**src/rtl/ped_crossing_scheduler.sv**
```systemverilog
// Demand-driven round-robin pedestrian crossing scheduler with a vehicle hold handshake.
// Define PED_PAIR_EN to serve crosswalks in pairs {north,south} / {east,west}.
module ped_crossing_scheduler #(
    parameter int unsigned WALK_CYC  = 8,
    parameter int unsigned FLASH_CYC = 4,
    parameter int unsigned CLEAR_CYC = 2,
    parameter int unsigned CNT_W     = 4
) (
    input  logic       clk,
    input  logic       rst_a,
    input  logic       enable_p,
    input  logic [3:0] push,
    output logic       veh_hold_req,
    input  logic       veh_hold_ack,
    output logic [3:0] walk,
    output logic [3:0] flash,
    output logic [3:0] pending,
    output logic       busy
);

    localparam int unsigned N_XW  = 4;
    localparam int unsigned PTR_W = 2;

    typedef enum logic [2:0] {
        S_IDLE,
        S_HOLD,
        S_WALK,
        S_FLASH,
        S_CLEAR,
        S_RELEASE
    } state_t;

    state_t             state_q;
    logic [N_XW-1:0]    gnt_q;
    logic [N_XW-1:0]    pend_q;
    logic [N_XW-1:0]    pend_d;
    logic [N_XW-1:0]    walk_q;
    logic [N_XW-1:0]    flash_q;
    logic [PTR_W-1:0]   rr_q;
    logic [CNT_W-1:0]   cnt_q;
    logic               req_q;
    logic               busy_q;

    logic [N_XW-1:0]    gnt_c;
    logic [PTR_W-1:0]   gnt_ptr_c;
    logic [N_XW-1:0]    push_mask_c;

`ifdef PED_PAIR_EN
    // Alternate between the two pairs; the pair's whole pending set is granted together.
    always_comb begin
        gnt_c     = '0;
        gnt_ptr_c = rr_q;
        if (rr_q[1]) begin
            if (pend_q[1:0] != 2'b00) begin
                gnt_c     = {2'b00, pend_q[1:0]};
                gnt_ptr_c = PTR_W'(1);
            end else begin
                gnt_c     = {pend_q[3:2], 2'b00};
                gnt_ptr_c = PTR_W'(3);
            end
        end else begin
            if (pend_q[3:2] != 2'b00) begin
                gnt_c     = {pend_q[3:2], 2'b00};
                gnt_ptr_c = PTR_W'(3);
            end else begin
                gnt_c     = {2'b00, pend_q[1:0]};
                gnt_ptr_c = PTR_W'(1);
            end
        end
    end
`else
    // First pending crosswalk searching upward from the one after the last grant.
    always_comb begin
        logic             found;
        logic [PTR_W-1:0] idx;
        found     = 1'b0;
        idx       = '0;
        gnt_c     = '0;
        gnt_ptr_c = rr_q;
        for (int k = 1; k <= int'(N_XW); k++) begin
            idx = PTR_W'(rr_q + PTR_W'(k));
            if (!found && pend_q[idx]) begin
                found      = 1'b1;
                gnt_c[idx] = 1'b1;
                gnt_ptr_c  = idx;
            end
        end
    end
`endif

    // Presses on the crosswalk being served are dropped until it has walked.
    always_comb begin
        push_mask_c = '0;
        if (state_q inside {S_HOLD, S_WALK, S_FLASH}) begin
            push_mask_c = gnt_q;
        end
        pend_d = pend_q | (push & ~push_mask_c);
        if (state_q == S_HOLD && veh_hold_ack) begin
            pend_d = pend_d & ~gnt_q;
        end
    end

    always_ff @(posedge clk or posedge rst_a) begin
        if (rst_a) begin
            state_q <= S_IDLE;
            gnt_q   <= '0;
            pend_q  <= '0;
            walk_q  <= '0;
            flash_q <= '0;
            rr_q    <= PTR_W'(3);
            cnt_q   <= '0;
            req_q   <= 1'b0;
            busy_q  <= 1'b0;
        end else begin
            pend_q <= pend_d;
            case (state_q)
                S_IDLE: begin
                    if (enable_p && pend_q != '0) begin
                        gnt_q   <= gnt_c;
                        rr_q    <= gnt_ptr_c;
                        req_q   <= 1'b1;
                        busy_q  <= 1'b1;
                        state_q <= S_HOLD;
                    end
                end
                S_HOLD: begin
                    if (veh_hold_ack) begin
                        walk_q  <= gnt_q;
                        cnt_q   <= CNT_W'(WALK_CYC - 1);
                        state_q <= S_WALK;
                    end
                end
                S_WALK: begin
                    if (cnt_q == '0) begin
                        walk_q  <= '0;
                        flash_q <= gnt_q;
                        cnt_q   <= CNT_W'(FLASH_CYC - 1);
                        state_q <= S_FLASH;
                    end else begin
                        cnt_q <= cnt_q - CNT_W'(1);
                    end
                end
                S_FLASH: begin
                    if (cnt_q == '0) begin
                        flash_q <= '0;
                        cnt_q   <= CNT_W'(CLEAR_CYC - 1);
                        state_q <= S_CLEAR;
                    end else begin
                        cnt_q <= cnt_q - CNT_W'(1);
                    end
                end
                S_CLEAR: begin
                    if (cnt_q == '0) begin
                        req_q   <= 1'b0;
                        state_q <= S_RELEASE;
                    end else begin
                        cnt_q <= cnt_q - CNT_W'(1);
                    end
                end
                S_RELEASE: begin
                    if (!veh_hold_ack) begin
                        busy_q  <= 1'b0;
                        state_q <= S_IDLE;
                    end
                end
                default: begin
                    state_q <= S_IDLE;
                end
            endcase
        end
    end

    assign veh_hold_req = req_q;
    assign walk         = walk_q;
    assign flash        = flash_q;
    assign pending      = pend_q;
    assign busy         = busy_q;

endmodule

```
**config.mk**
```make
export PLATFORM = sky130hd
export DESIGN_NAME = ped_crossing_scheduler
export DESIGN_NICKNAME = d
export VERILOG_FILES = /design/src/rtl/ped_crossing_scheduler.sv
export SDC_FILE = /design/constraint.sdc
export NUM_CORES = 1
export LEC_CHECK = 0
export CORE_ASPECT_RATIO = 1.75
export CORE_UTILIZATION = 60
export DETAILED_ROUTE_END_ITERATION = 10
export PLACE_DENSITY = 0.85
export SYNTH_ARGS = -nofsm -noshare
export SYNTH_HDL_FRONTEND = slang
export SYNTH_SLANG_ARGS = --single-unit
```
**constraint.sdc**
```tcl
create_clock -name clk -period 7.2 [get_ports clk]
set_input_delay 0.72 -clock clk [delete_from_list [all_inputs] [get_ports clk]]
set_output_delay 0.72 -clock clk [all_outputs]
set_load 0.005 [all_outputs]
```
Yosys cells after proc, flatten, opt, wreduce, memory -nomap -nowiden --
Index checks and enable logic that the tools add are counted.
Storage, ports and cells: bits in latches 0, memory bits (read-only) 0, register bits after elaboration 27, output and inout port bits 14, memories 0, RAM bits 0, bits of input ports 8
Cells by class: reductions and logical operators 30, shift-type cells 0, multipliers 0, $add $sub $neg 4, bitwise gates (word level) 9, magnitude comparators 8, multiplexer cells 50, div/mod/pow operators 0, equality and inequality tests 12
Operators by type and width (count):
- 4-bit 2-to-1 mux | 13
- 3-bit 2-to-1 mux | 6
- 3-bit one-hot mux with 6 select lines | 1
- 4-bit OR | 4
- 4-bit one-hot mux with 2 select lines | 2
- 4-bit one-hot mux with 4 select lines | 1
- 3-bit AND reduction | 5
- 1-bit 2-to-1 mux | 14
- 2-bit by 3-bit < comparator with 1-bit output (second input constant) | 4
- 2-bit inequality test (second input constant) | 5
- 1-bit logical AND | 9
- 4-bit bitwise AND | 2
- 1-bit binary-select mux with 2-bit select | 4
- 1-bit demux with 2-bit select | 4
- 2-bit by 1-bit >= comparator with 1-bit output (second input constant) | 4
- 4-bit inverter | 2
- 2-bit nonzero test | 4
- 4-bit nonzero test | 2
- 3-bit by 2-bit == test with 1-bit output (second input constant) | 2
- 3-bit == test (second input constant) | 2
- 2-bit 2-to-1 mux | 3
- 6-bit AND reduction | 1
- 3-bit nonzero test | 2
- 2-bit adder (second input constant) | 2
- 11 further kinds | 15

Depth between registers and ports, before layout --
depth after elaboration 14, depth in mapped cells 9, gate-level depth less buffers 7

Least setup slack after synthesis --
No wires, ideal clock.
path kind register -> register, from register rr_q[0], to register gnt_q[0], clock period less this slack 2.357 ns, data required time 7.074 ns, path buffers 2, data arrival time 2.231 ns, cell stages (with the launch flop) 10, setup slack 4.843 ns, path through dfstp_2 -> buf_4 -> inv_6 -> ha_1 -> buf_6 -> mux2_4 -> mux2_4 -> a211oi_2 -> nor3_1 -> a221o_1
Between the ends: longest elaborated chain between the ends 13, elaborated cells between the ends (all ways) 47, classes of those cells 3 x add/sub; 8 x order compare; 23 x mux; 3 x bitwise; 10 x reduce/logical
RTL lines:
- start, declared | RTL line 39 | logic [PTR_W-1:0] rr_q;
- start signal, assigned | RTL line 120 | rr_q <= gnt_ptr_c;
- branches (longest 12 deep; another with 2-bit by 3-bit < comparator with 1-bit output)
- 4-bit 2-to-1 mux (*) | RTL line 82 | if (!found && pend_q[idx]) begin
- end signal, assigned | RTL line 119 | gnt_q <= gnt_c;
- end, declared | RTL line 34 | logic [N_XW-1:0] gnt_q;
Every way passes the cells marked *. The select of a mux whose other input is x is not followed. A chain may end at the register's enable or synchronous reset.

Worst setup path in the final report --
from register rr_q[0], to register gnt_q[1]
The elaborated chain is that of the path after synthesis.

==> impl_results.html <==
<table>
<tr><th>Metric</th><th>Value</th></tr>
<tr><th colspan="2">STA</th></tr>
<tr><td>RSZ-0062 raised after global routing</td><td>no</td></tr>
<tr><td>Final worst path period need</td><td>2.72 ns</td></tr>
<tr><td>Setup TNS Final</td><td>0 ns</td></tr>
<tr><td>Slew @ Worst Pin</td><td>1.05 ns</td></tr>
<tr><td>Max-slew headroom at the worst pin</td><td>29.4%</td></tr>
<tr><td>Hold Slack</td><td>0.486 ns</td></tr>
<tr><td>Tcrit/Tclk final</td><td>37.8%</td></tr>
<tr><td>Worst Skew</td><td>0.00234 ns</td></tr>
<tr><td>Max-slew violations</td><td>0</td></tr>
<tr><td># setup viols final</td><td>0</td></tr>
<tr><td>Highest clock frequency the design can meet</td><td>367 MHz</td></tr>
<tr><td>Number of hold violations in the final report</td><td>0</td></tr>
<tr><th colspan="2">CTS</th></tr>
<tr><td>Number of clock sinks</td><td>27</td></tr>
<tr><td>Depth of the CTS H-tree</td><td>1</td></tr>
<tr><td>Num CTS Buffers</td><td>3</td></tr>
<tr><td>Max Root-Sink Buffers</td><td>2</td></tr>
<tr><td>Worst-skew pair later-pin latency</td><td>0.27 ns</td></tr>
<tr><td>CTS tree</td><td>built</td></tr>
<tr><td>CTS resizes</td><td>0</td></tr>
<tr><td>Post-CTS setup buffers</td><td>0</td></tr>
<tr><td>Count of hold-fix buffers inserted at cts</td><td>0</td></tr>
<tr><td>Clk pin slew, worst setup/hold paths</td><td>0.09 ns</td></tr>
<tr><td>Master cell of the clock root buffer</td><td>clkbuf_8</td></tr>
<tr><th colspan="2">Global route</th></tr>
<tr><td>Grt ovf</td><td>0</td></tr>
<tr><td>Global-route total usage across every layer</td><td>26.4%</td></tr>
<tr><td>Largest net degree at the start of global routing</td><td>28</td></tr>
<tr><td>Number of global-route vias before repair</td><td>1,554</td></tr>
<tr><td>First-pass GRT wire length</td><td>6870 um</td></tr>
<tr><td>Number of antenna violations at the first check in global routing</td><td>0</td></tr>
<tr><th colspan="2">Setup path</th></tr>
<tr><td>End point of the critical path</td><td>gnt_q[1]$_DFFE_PP0P_</td></tr>
<tr><td>Critical path peak fanout</td><td>21</td></tr>
<tr><td>Worst path slowest cell</td><td>dfstp_2</td></tr>
<tr><td>Crit. path cell count</td><td>7</td></tr>
<tr><td>Critical path data arrival time</td><td>2.89 ns</td></tr>
<tr><td>R2R Path Start</td><td>rr_q[0]$_DFFE_PP1P_</td></tr>
<tr><td>Crit-path max cell delay</td><td>0.81 ns</td></tr>
<tr><td>Data required time of the worst path</td><td>7.36 ns</td></tr>
<tr><td>Total buffers and inverters traversed by the critical path</td><td>1</td></tr>
<tr><td>Cell chain of the critical path</td><td>inv_6 -&gt; ha_1 -&gt; mux2i_1 -&gt; o22ai_1 -&gt; a211oi_2 -&gt; nor3_1 -&gt; a221o_1</td></tr>
<tr><td>Endpoint of the most critical register-to-register path</td><td>gnt_q[1]$_DFFE_PP0P_</td></tr>
<tr><td>Worst Setup End Kind</td><td>flip-flop</td></tr>
<tr><td>Beginning of the critical path</td><td>rr_q[0]$_DFFE_PP1P_</td></tr>
<tr><td>Worst-case register-to-register setup slack</td><td>4.48 ns</td></tr>
<tr><td>Family of cells with the greatest summed delay on the critical path</td><td>flip-flops</td></tr>
<tr><td>WS Path Type</td><td>reg -&gt; reg</td></tr>
<tr><td>Startpoint class of the critical path</td><td>flip-flop</td></tr>
<tr><td>Worst-case reg-to-reg path depth</td><td>7</td></tr>
<tr><th colspan="2">Floorplan</th></tr>
<tr><td>Top-level I/O count</td><td>22</td></tr>
<tr><td>Starting utilization of the core area</td><td>63.3%</td></tr>
<tr><td>Die Area</td><td>3360 um2</td></tr>
<tr><td>Die height</td><td>75.9 um</td></tr>
<tr><td>Area inside the core boundary</td><td>2960 um2</td></tr>
<tr><td>Horiz. Die Dim</td><td>44.3 um</td></tr>
<tr><td># rows</td><td>26</td></tr>
<tr><th colspan="2">Final layout</th></tr>
<tr><td>Nets@finish</td><td>234</td></tr>
<tr><td>Commonest cells after routing, fill and taps aside</td><td>nand2_1, dfrtp_1, clkdlybuf4s50_1</td></tr>
<tr><td>Final instance area</td><td>2080 um2</td></tr>
<tr><td>Fraction of final layout cells sized beyond drive strength 1</td><td>11.1%</td></tr>
<tr><td>Most common cell after layout, fill and taps aside</td><td>nand2_1</td></tr>
<tr><td>Number of filler instances in the final layout</td><td>236</td></tr>
<tr><td>Synthesis-to-finish area growth</td><td>10.9%</td></tr>
<tr><td>Number of diodes added for antenna fixing</td><td>0</td></tr>
<tr><th colspan="2">Place</th></tr>
<tr><td>Area after detailed placement</td><td>2030 um2</td></tr>
<tr><td>Final weighted congestion in routability-driven placement</td><td>0.901</td></tr>
<tr><td>HPWL after detailed placement</td><td>3030 um</td></tr>
<tr><td>Number of buffers inserted by port buffering</td><td>21</td></tr>
<tr><th colspan="2">Synthesis</th></tr>
<tr><td>Post-synthesis share of cell area spent on and, or, nand and nor gates</td><td>21.4%</td></tr>
<tr><td>Main combinational cell family by area after synthesis</td><td>compound AO/OA/AOI/OAI gates</td></tr>
<tr><td>Post-synthesis cell area</td><td>1870 um2</td></tr>
<tr><td>Synthesized Nets</td><td>220</td></tr>
<tr><td>Number of unique standard cell types used by synthesis</td><td>45</td></tr>
<tr><td>Synthesized-area fraction occupied by ao, oa, aoi and oai cells</td><td>22.4%</td></tr>
<tr><td>Async set or reset register ratio after synthesis</td><td>100%</td></tr>
<tr><td>Xor and xnor fraction of the mapped netlist area</td><td>0.467%</td></tr>
<tr><td>Number of warning messages in the yosys log</td><td>0</td></tr>
<tr><td>Commonest register cell after synthesis</td><td>dfrtp_1</td></tr>
<tr><td>Number of enable-type register cells in the synthesized netlist</td><td>0</td></tr>
<tr><td>Sequential area share after synthesis</td><td>36.2%</td></tr>
<tr><td>Per-instance average area after synthesis</td><td>9.23 um2</td></tr>
<tr><td>Adder and majority cell fraction of the synthesized area</td><td>6.01%</td></tr>
<tr><td>Seq cells post-synth</td><td>27</td></tr>
<tr><td>Multiplexer share of the synthesized area</td><td>6.41%</td></tr>
<tr><td>Synthesized instance count</td><td>203</td></tr>
<tr><th colspan="2">Routing</th></tr>
<tr><td>Final ANT Viol Nets</td><td>0</td></tr>
<tr><td>DR iter-0 viols</td><td>56</td></tr>
<tr><td>Routed vias/inst</td><td>6.14</td></tr>
<tr><td>Total via count in the routed design</td><td>1,585</td></tr>
<tr><td>Total Routed Length</td><td>4060 um</td></tr>
<tr><td>Detailed Routing Iterations Pass 1</td><td>6</td></tr>
<tr><td>DRC viols</td><td>0</td></tr>
<tr><td>DR WL/cell</td><td>15.7 um</td></tr>
<tr><th colspan="2">Flow run</th></tr>
<tr><td>Max cap viols</td><td>0</td></tr>
<tr><th colspan="2">Min path</th></tr>
<tr><td>Type of the worst min-delay path</td><td>reg -&gt; reg</td></tr>
<tr><th colspan="2">Pwr</th></tr>
<tr><td>Total power draw</td><td>774 uW</td></tr>
<tr><td>P per Cell Area</td><td>372 nW/um2</td></tr>
<tr><td>Worst IR Drop VDD</td><td>227 uV</td></tr>
<tr><td>Leakage component of the power</td><td>0.000878 uW</td></tr>
<tr><th colspan="2">Run status</th></tr>
<tr><td>Status</td><td>completed</td></tr>
</table>
-- worst min-delay path by stage --
stage	startpoint	end	slack, ns	cells after the start
4_1_cts	flash[2]$_DFFE_PP0P_	flash[2]$_DFFE_PP0P_	0.49	2
3_5_place_dp	flash[2]$_DFFE_PP0P_	flash[2]$_DFFE_PP0P_	0.47	2
2_1_floorplan	cnt_q[0]$_DFFE_PP0P_	cnt_q[0]$_DFFE_PP0P_	0.47	1
5_1_grt	flash[0]$_DFFE_PP0P_	flash[0]$_DFFE_PP0P_	0.53	2
3_3_place_gp	flash[2]$_DFFE_PP0P_	flash[2]$_DFFE_PP0P_	0.46	2
6_report	flash[2]$_DFFE_PP0P_	flash[2]$_DFFE_PP0P_	0.49	2
-- worst reg2reg max path: cells and delay by family, from the launching register on --
family / cells / cell delay, ns
and+or+nand+nor: 1 / 0.08
AOI/OAI and AO/OA: 3 / 0.71
adders and majority gates: 1 / 0.44
buffers and inverters: 1 / 0.10
DFF: 1 / 0.81
muxes: 1 / 0.48
-- state kept, by name, summed over array words and instances (netlist names) --
register,count
walk,4
flash,4
busy,1
cnt_q,4
veh_hold_req,1
rr_q,2
state_q,3
pending,4
gnt_q,4
-- where the power goes --
part           total, uW  leakage, uW  internal, uW  switching [uW]
combinational        383     0.000538           190             194
sequential           303     0.000319           209            94.5
clock               87.1    0.0000217          39.2            47.8
-- cell type report --
class / count / area [um2] / share of cell area [%]
Timing Repair Buffer: 21 / 210 / 10.1
Multi-Input combinational cell: 158 / 1060 / 51.1
Sequential cell: 27 / 678 / 32.6
Inverter: 6 / 27.5 / 1.32
Tap cell: 42 / 52.6 / 2.53
Clock inverter: 1 / 7.51 / 0.361
Clock buffer: 3 / 41.3 / 1.99
-- cells in the mapped netlist (3+ instances only) --
master | number | area, um2
clkbuf_1 | 3 | 11.3
a221o_1 | 4 | 40.0
a31oi_1 | 3 | 18.8
nor2_1 | 13 | 48.8
o22ai_1 | 11 | 68.8
nand2b_1 | 9 | 56.3
a21oi_1 | 12 | 60.1
or2b_2 | 4 | 35.0
inv_1 | 5 | 18.8
nand2_1 | 26 | 97.6
buf_6 | 6 | 67.6
a22o_1 | 4 | 35.0
mux2_4 | 4 | 60.1
o21ai_0 | 16 | 80.1
dfrtp_1 | 25 | 626
mux2i_1 | 6 | 60.1
nor3_1 | 11 | 55.1
ha_1 | 9 | 113
a211oi_2 | 4 | 50.1
-- kinds of logic (layout without fill, tap and decap cells) --
family / Yosys count / after routing
muxes: 10 / 10
AOI/OAI and AO/OA: 62 / 62
buffers and inverters: 18 / 31
adders and majority gates: 9 / 9
and+or+nand+nor: 76 / 76
xor gates and xnor gates: 1 / 1
DFF: 27 / 27
-- stage by stage --
step,setup slack (ns),util [%],instances
finish,4.48,70.2,258
global route,4.37,70.2,258
CTS,4.53,70.2,258
detailed placement,4.53,68.6,254
global placement,4.58,68.6,254
floorplan,4.84,-,203
-- per-layer routing --
layer / GRT usage (%) / share of wire [%] / vias to the layer above
met1: 29.3 / 39 / 768
met4: 14.5 / 3.7 / 0
met3: 1.67 / 2.0 / 16
met2: 46.8 / 55 / 42
met5: 0 / 0 / -
li1: - / - / 759
Note: power is estimated with default switching activity, not from simulation.
